--- src/rtl/muldiv_unit.sv ---
// Iterative RV32M multiply/divide unit: shift-add multiply and restoring divide
// share one 2*XLEN accumulator; one operation in flight, start/busy/done handshake.
module muldiv_unit #(
   parameter int XLEN = 32
) (
   input  logic            clk,
   input  logic            reset,
   input  logic            start,
   input  logic [2:0]      funct3,
   input  logic [XLEN-1:0] a,
   input  logic [XLEN-1:0] b,
   input  logic [4:0]      rd_in,
   output logic            busy,
   output logic            done,
   output logic [XLEN-1:0] result,
   output logic [4:0]      wa
);

   localparam int CW = $clog2(XLEN);

   typedef enum logic [1:0] {IDLE, MUL, DIV, DONE} state_t;

   state_t              state, state_nx;
   logic [2:0]          f3;
   logic [2*XLEN-1:0]   acc, acc_nx;
   logic [XLEN-1:0]     opnd;       // multiplicand or divisor magnitude
   logic [CW-1:0]       cnt;
   logic                neg_q;      // product/quotient sign flip
   logic                neg_r;      // remainder takes sign of a
   logic                last;

   // operand decode for an incoming request
   logic                sa_en, sb_en, sa, sb;
   logic [XLEN-1:0]     mag_a, mag_b;
   logic                b_zero, ovf, special;
   logic [XLEN-1:0]     special_val;

   always_comb begin
      sa_en = (funct3 == 3'b000) || (funct3 == 3'b001) || (funct3 == 3'b010) ||
              (funct3 == 3'b100) || (funct3 == 3'b110);
      sb_en = (funct3 == 3'b000) || (funct3 == 3'b001) ||
              (funct3 == 3'b100) || (funct3 == 3'b110);
      sa    = sa_en & a[XLEN-1];
      sb    = sb_en & b[XLEN-1];
      // -MIN_NEG wraps to itself, which reads correctly as an unsigned magnitude
      mag_a = sa ? -a : a;
      mag_b = sb ? -b : b;
      b_zero = (b == '0);
      ovf    = ((funct3 == 3'b100) || (funct3 == 3'b110)) &&
               (a == {1'b1, {(XLEN-1){1'b0}}}) && (b == '1);
      special = funct3[2] && (b_zero || ovf);
      if (b_zero) special_val = funct3[1] ? a : '1;
      else        special_val = funct3[1] ? '0 : {1'b1, {(XLEN-1){1'b0}}};
   end

   // one iteration step of whichever operation is active
   logic [XLEN:0]       sum, trial;
   logic [2*XLEN-1:0]   prod_fix;
   logic [XLEN-1:0]     q_fix, r_fix, res_fix;

   always_comb begin
      sum   = {1'b0, acc[2*XLEN-1:XLEN]} + (acc[0] ? {1'b0, opnd} : '0);
      trial = {acc[2*XLEN-1:XLEN], acc[XLEN-1]} - {1'b0, opnd};
      if (state == MUL)
         acc_nx = {sum, acc[XLEN-1:1]};
      else if (!trial[XLEN])
         acc_nx = {trial[XLEN-1:0], acc[XLEN-2:0], 1'b1};
      else
         acc_nx = {acc[2*XLEN-2:XLEN-1], acc[XLEN-2:0], 1'b0};

      prod_fix = neg_q ? -acc_nx : acc_nx;
      q_fix    = neg_q ? -acc_nx[XLEN-1:0] : acc_nx[XLEN-1:0];
      r_fix    = neg_r ? -acc_nx[2*XLEN-1:XLEN] : acc_nx[2*XLEN-1:XLEN];
      if (state == MUL)
         res_fix = (f3[1:0] == 2'b00) ? prod_fix[XLEN-1:0] : prod_fix[2*XLEN-1:XLEN];
      else
         res_fix = f3[1] ? r_fix : q_fix;
   end

   assign last = (cnt == CW'(XLEN-1));

   always_ff @(posedge clk or posedge reset) begin
      if (reset) state <= IDLE;
      else       state <= state_nx;
   end

   always_comb begin
      state_nx = state;
      case (state)
         IDLE, DONE: begin
            if (!start)          state_nx = IDLE;
            else if (!funct3[2]) state_nx = MUL;
            else if (special)    state_nx = DONE;
            else                 state_nx = DIV;
         end
         MUL, DIV: if (last) state_nx = DONE;
         default:  state_nx = IDLE;
      endcase
   end

   always_ff @(posedge clk or posedge reset) begin
      if (reset) begin
         f3     <= '0;
         acc    <= '0;
         opnd   <= '0;
         cnt    <= '0;
         neg_q  <= 1'b0;
         neg_r  <= 1'b0;
         result <= '0;
         wa     <= '0;
      end else begin
         case (state)
            IDLE, DONE: begin
               if (start) begin
                  f3    <= funct3;
                  wa    <= rd_in;
                  cnt   <= '0;
                  neg_q <= sa ^ sb;
                  neg_r <= sa;
                  // multiplier / dividend sits in the low half and shifts out
                  acc   <= {{XLEN{1'b0}}, funct3[2] ? mag_a : mag_b};
                  opnd  <= funct3[2] ? mag_b : mag_a;
                  if (special) result <= special_val;
               end
            end
            MUL, DIV: begin
               acc <= acc_nx;
               cnt <= cnt + CW'(1);
               if (last) result <= res_fix;
            end
            default: ;
         endcase
      end
   end

   assign busy = (state == MUL) || (state == DIV);
   assign done = (state == DONE);

endmodule

--- config.mk ---
export PLATFORM = sky130hd
export DESIGN_NAME = muldiv_unit
export DESIGN_NICKNAME = d
export VERILOG_FILES = /design/src/rtl/muldiv_unit.sv
export SDC_FILE = /design/constraint.sdc
export NUM_CORES = 1
export LEC_CHECK = 0
export ABC_AREA = 0
export BUFFER_PORTS_ARGS = -buffer_cell sky130_fd_sc_hd__buf_4
export CORE_UTILIZATION = 35
export CTS_BUF_LIST = sky130_fd_sc_hd__clkbuf_2
export CTS_CLUSTER_DIAMETER = 40
export CTS_CLUSTER_SIZE = 8
export DETAILED_ROUTE_END_ITERATION = 8
export PLACE_DENSITY_LB_ADDON = 0.2
export SYNTH_ARGS = -nofsm -noshare
export SYNTH_HDL_FRONTEND = slang
export SYNTH_SLANG_ARGS = --single-unit
--- constraint.sdc ---
create_clock -name clk -period 11.9 [get_ports clk]
set_input_delay 2.38 -clock clk [delete_from_list [all_inputs] [get_ports clk]]
set_output_delay 2.38 -clock clk [all_outputs]
set_load 0.03 [all_outputs]
==> qor.yml, run 1 <==
outcome:
  status: "complete, but fails checks"
  violations: "design-rule violations"
drt:
  drt-total-wl_mm: 74.5
  post_drt_wl_per_cell_um: 25.5
  drc: 2
  wl_met3_mm: 6.13
  drt_first_pass_iters: 8
  via_per_inst: 6.26
  ant_nets: 0
  wl_met2_mm: 32.2
  wl_met1_mm: 33.2
  num_vias: 18300
  dr.max_layer_used: "met4"
  first_iter_violations: 1981
synth:
  synth_flop_cell: "dfrtp_1"
  synth_area_leaders: "dfrtp_1, o21ai_0, a21oi_1"
  netlist_area_um2: 16800
  yosys-top-cells-count: "nand2_1, o21ai_0, a21oi_1, nor2_1, dfrtp_1"
  synthCells: 2285
  syn_avg_cell_area_um2: 7.33
  ys_seq_area_frac: 0.215
  synth_edf_count: 0
  ys_types: 88
  yosysMostFrequentCell: "nand2_1"
  synth-seq-cells: 144
  yosys.area.top_type: "dfrtp_1"
  synth-async-reset-ratio: 1.00
  yosysTopAreaCellShare: 0.215
  syn_nets: 2435
  yosys_warnings: 0
min_path:
  whs_path_depth: 1
  hold_class: "register to register"
timing:
  fin_hold_ws_ps: 514
  setup_viol: 0
  slew_viol_final: 0
  slew_headroom: 0.177
  finalCritPeriodShare: 0.561
  skew_ps: 44.7
  rsz0062_at_grt: "no"
  final.min_clock_period_ps: 6670
  finalHoldViolCount: 0
  setup_tns_ps: 0
  max_freq_ghz: 0.150
  worst_pin_slew_ps: 1230
clock_tree:
  clock-sinks: 144
  clk_pin_slew_ps: 280
  cts_resized: 0
  post_cts_buffers: 0
  cts_root_buf: "clkbuf_2"
  cts_tree: "yes"
  htreeDepth: 4
  numCtsBuffers: 17
  clock_latency_ps: 930
  cts_hold_buf: 0
  clk_path_buf_depth: 2
run:
  timing.max_cap.violations: 0
floorplanning:
  row_count: 79
  dieArea_um2: 48800
  die_w_um: 221
  start_util: 0.358
  core-area_um2: 46900
  die_h_um: 221
  ios: 114
final_layout:
  drive_gt1_frac: 0.113
  fin_cells: 2925
  final.fill_count: 5066
  syn_to_final_growth_pct: 9.21
  fin_nets: 2452
  multi_input_area_um2: 12300
  seqCellArea_um2: 3600
place:
  port_buffers: 113
  placed_cells: 2890
  gp_congestion: 0.979
  dp_hpwl_mm: 57.8
worst_setup_path:
  startpoint_type: "register"
  required_ps: 12690
  path_max_fanout: 15
  path_class: "register to register"
  end_kind: "register"
  reg2regPathDepth: 16
  crit_arrival_ps: 7470
global_routing:
  globalRouteTotalUtil: 0.299
  grt_pass1_vias: 16800
  grt_pass1_wl_mm: 110
  antenna_found_initial: 3
  grt_max_degree: 99
  grt-ovfl-total: 0
## layer usage
metal  track usage  vias to the layer above
li1              -                     8416
met1         0.425                     8869
met2         0.454                      904
met3        0.0442                      122
met4         0.119                        0
met5             0                        -
## worst max-delay path, stage by stage (launching register included)
cell and delay (ps):
dfrtp_1 480, inv_1 90, ha_1 220, fa_1 410, nor2b_1 180, o31a_1 310
o2111ai_2 300, a21bo_1 390, nand3_1 600, nand2_1 670, a311o_1 700, nor3_2 370
or3b_2 650, o31ai_1 350, xor2_1 110, a222oi_1 520, o21ai_0 150
## flip-flops by register name (all words and copies together) (netlist names)
signal  flops
neg_q       1
f3          2
state       2
wa          5
neg_r       1
acc        64
opnd       32
cnt         5
result     32
## placed cells by master (no fill, tap or decap), drive strengths merged, types with 33 or more instances in the layout
cell type	count
a211oi	50
a21oi	211
and2	43
buf	147
dfrtp	144
ha	73
inv	85
mux2i	56
nand2	263
nand3	42
nor2	177
nor3	49
o21ai	225
o22ai	33
o31ai	51
or3	41
xnor2	108
xor2	78
## worst paths after layout
kind,from,end,slack (ps)
worst max register to register,acc[31],result[20],5230
max in group asynchronous,reset,result[20],8980
min in group asynchronous,reset,wa[0],1630
worst min-delay path,result[7],result[7],510
worst max-delay path,acc[31],result[20],5230
worst min register to register,result[7],result[7],510
## cell type report
| class | count | share of cell area |
|---|---|---|
| antenna | 3 | 0.000410 |
| clock buffer | 17 | 0.00465 |
| clock inverter | 15 | 0.00800 |
| inverter | 75 | 0.0157 |
| multi-input combinational | 1917 | 0.673 |
| sequential | 144 | 0.197 |
| tap | 607 | 0.0415 |
| timing repair buffer | 147 | 0.0603 |
## per-stage QoR
step | utilization | area (µm²) | setup slack [ps]
after floorplan | - | 16800 | 5650
after global placement | 0.386 | 18100 | 4900
after detailed placement | 0.386 | 18100 | 4840
after CTS | 0.390 | 18300 | 5400
after global routing | 0.391 | 18300 | 5030
final | 0.391 | 18300 | 5230
## kinds of logic (layout without fill, tap and decap cells)
family | Yosys count | in the layout | synth area share
buffers and inverters | 224 | 254 | 0.0515
adder cells (fa/ha/maj) | 75 | 75 | 0.0569
AO/OA/AOI/OAI | 799 | 799 | 0.304
flip-flops | 144 | 144 | 0.215
XOR/XNOR | 186 | 186 | 0.0972
other | 0 | 3 | 0
AND/OR/NAND/NOR | 772 | 772 | 0.223
multiplexers | 85 | 85 | 0.0529
Power of run 1 is not shown: default switching activity piles up to over one toggle a cycle in this logic, so the estimate is an artifact.
==> run 2: changes to the inputs <==
- ABC_AREA: 0 -> 1
- clock period: 11.9 -> 6.44 ns (I/O delays scaled with it)
==> run 2 against run 1 <==
Net effect: the run now ends clean; first-iteration DRC count grew 34%; critical endpoint is now result[18]; utilization is essentially flat; register-to-register slack lost 4400 ps; worst hold slack lost 250 ps; setup slack lost 4400 ps; highest routed layer is now met5; flip-flop and latch count is the same; via count grew 17%; die area grew 7.3%; wire length grew 21%; clock-buffer cell count grew 2; synthesized cell count grew 36%; sequential share of layout area shrank 1.4 points.
==> qor.yml, run 2 <==
synth:
  yosys.area.top_type: "dfrtp_1"
  yosys_warnings: 0
  syn_avg_cell_area_um2: 5.78
  synth_edf_count: 0
  ys_types: 53
  yosysTopAreaCellShare: 0.200
  synth_area_leaders: "dfrtp_1, nand2_1, inv_1"
  synthCells: 3114
  synth-seq-cells: 144
  synth-async-reset-ratio: 1.00
  netlist_area_um2: 18000
  ys_seq_area_frac: 0.200
  synth_flop_cell: "dfrtp_1"
  yosys-top-cells-count: "nand2_1, inv_1, nor2_1, nand3_1, o21ai_0"
  syn_nets: 3264
  yosysMostFrequentCell: "nand2_1"
place:
  gp_congestion: 1.02
  placed_cells: 3814
  dp_hpwl_mm: 72.2
  port_buffers: 113
  post_dp_cell_area_um2: 19400
timing:
  skew_ps: 71.1
  rsz0062_at_grt: "no"
  slew_headroom: 0.279
  fin_hold_ws_ps: 267
  worst_pin_slew_ps: 1070
  slew_viol_final: 0
  max_freq_ghz: 0.178
  finalHoldViolCount: 0
  setup_viol: 0
  setup_tns_ps: 0
  final.min_clock_period_ps: 5620
  finalCritPeriodShare: 0.873
floorplanning:
  core-area_um2: 50500
  row_count: 82
  ios: 114
  die_w_um: 229
  dieArea_um2: 52300
  start_util: 0.357
  die_h_um: 229
worst_setup_path:
  path_class: "register to register"
  crit_start: "acc[31]"
  required_ps: 7370
  rrSetupSlack_ps: 820
  r2r_start: "acc[31]"
  critical_path_depth: 36
  slowest_stage: "fa_1"
  end_kind: "register"
  worst-path-buf-inv: 4
  reg2reg_to: "result[18]"
  reg2regPathDepth: 36
  crit_path_max_incr_delay_ps: 430
  startpoint_type: "register"
  path_max_fanout: 12
  cpLargestDelayFamily: "simple AND/OR/NAND/NOR gates"
  crit_top_cell: "nand2_1"
  crit_arrival_ps: 6560
  setup.worst_path.end: "result[18]"
final_layout:
  largest_reg_flops: 64
  fin_nets: 3311
  reg_top3: "acc (64), opnd (32), result (32)"
  final.fill_count: 5777
  syn_to_final_growth_pct: 9.50
  fin_cells: 3848
  mostFrequentLayoutCells: "nand2_1, inv_1, nor2_1"
  drive_gt1_frac: 0.0980
  top_register: "acc"
  final_area_um2: 19700
  final_common_cell: "nand2_1"
clock_tree:
  clk_pin_slew_ps: 290
  post_cts_buffers: 0
  clk_path_buf_depth: 2
  clock_latency_ps: 1020
  numCtsBuffers: 17
  clock-sinks: 144
  cts_resized: 0
  htreeDepth: 4
  cts_hold_buf: 0
  cts_tree: "yes"
  cts_root_buf: "clkbuf_2"
global_routing:
  grt-ovfl-total: 0
  grt_pass1_wl_mm: 131
  antenna_found_initial: 5
  grt_pass1_vias: 20000
  grt_max_degree: 85
  globalRouteTotalUtil: 0.339
min_path:
  hold_class: "primary input to asynchronous set/reset pin"
drt:
  via_per_inst: 5.58
  drt-total-wl_mm: 89.8
  first_iter_violations: 2650
  drc: 0
  post_drt_wl_per_cell_um: 23.3
  drt_first_pass_iters: 8
  num_vias: 21500
  ant_nets: 0
outcome:
  status: "finished, final reports clean"
run:
  timing.max_cap.violations: 0
run 2: cell type report:
type / instances / area [µm²] / area share
multi-input combinational: 2431 / 12300 / 0.624
clock buffer: 19 / 95.1 / 0.00483
sequential: 144 / 3610 / 0.183
inverter: 420 / 1580 / 0.0802
clock inverter: 13 / 174 / 0.00882
timing repair buffer: 147 / 1100 / 0.0560
tap: 672 / 841 / 0.0427
antenna: 2 / 5.00 / 0.000254
run 2: worst min-delay path by stage:
stage / from / endpoint / cells past startpoint
2_1_floorplan: f3[0] / f3[0] / 2
3_5_place_dp: wa[0] / wa[0] / 2
5_1_grt: reset / wa[3] / 2
4_1_cts: reset / cnt[0] / 2
6_report: reset / opnd[6] / 2
3_3_place_gp: wa[0] / wa[0] / 2
run 2: cells by family (layout without fill, tap and decap cells):
group           Yosys count  count (layout)  share of synthesized area
simple gates           1718            1718                      0.410
flops                   144             144                      0.200
buf+inv                 539             599                      0.117
other cells               0               2                          0
compound gates          530             530                      0.167
xor+xnor                108             108                     0.0526
fa+ha+maj                75              75                     0.0530
run 2: worst reg2reg max path, delay by kind of cell (launching register included):
family / cells / cell delay, ps
AND/OR/NAND/NOR: 27 / 3550
AO/OA/AOI/OAI: 2 / 200
adder cells (fa/ha/maj): 3 / 920
flip-flops: 1 / 400
buffers and inverters: 4 / 460
run 2: layer usage:
metal,part of all wire,vias up,track usage,wire [µm]
met2,0.45,1030,0.547,40700
met5,0.00021,-,0,19
met3,0.071,189,0.0514,6360
li1,-,10100,-,-
met1,0.42,10100,0.438,37900
met4,0.054,2,0.173,4880
run 2: per-stage QoR:
step	utilization	setup slack, ps
floorplan	-	1290
global placement	0.385	1100
detailed placement	0.385	1020
CTS	0.390	958
global route	0.390	342
finish	0.390	815
Power of run 2 is left out for the same reason.
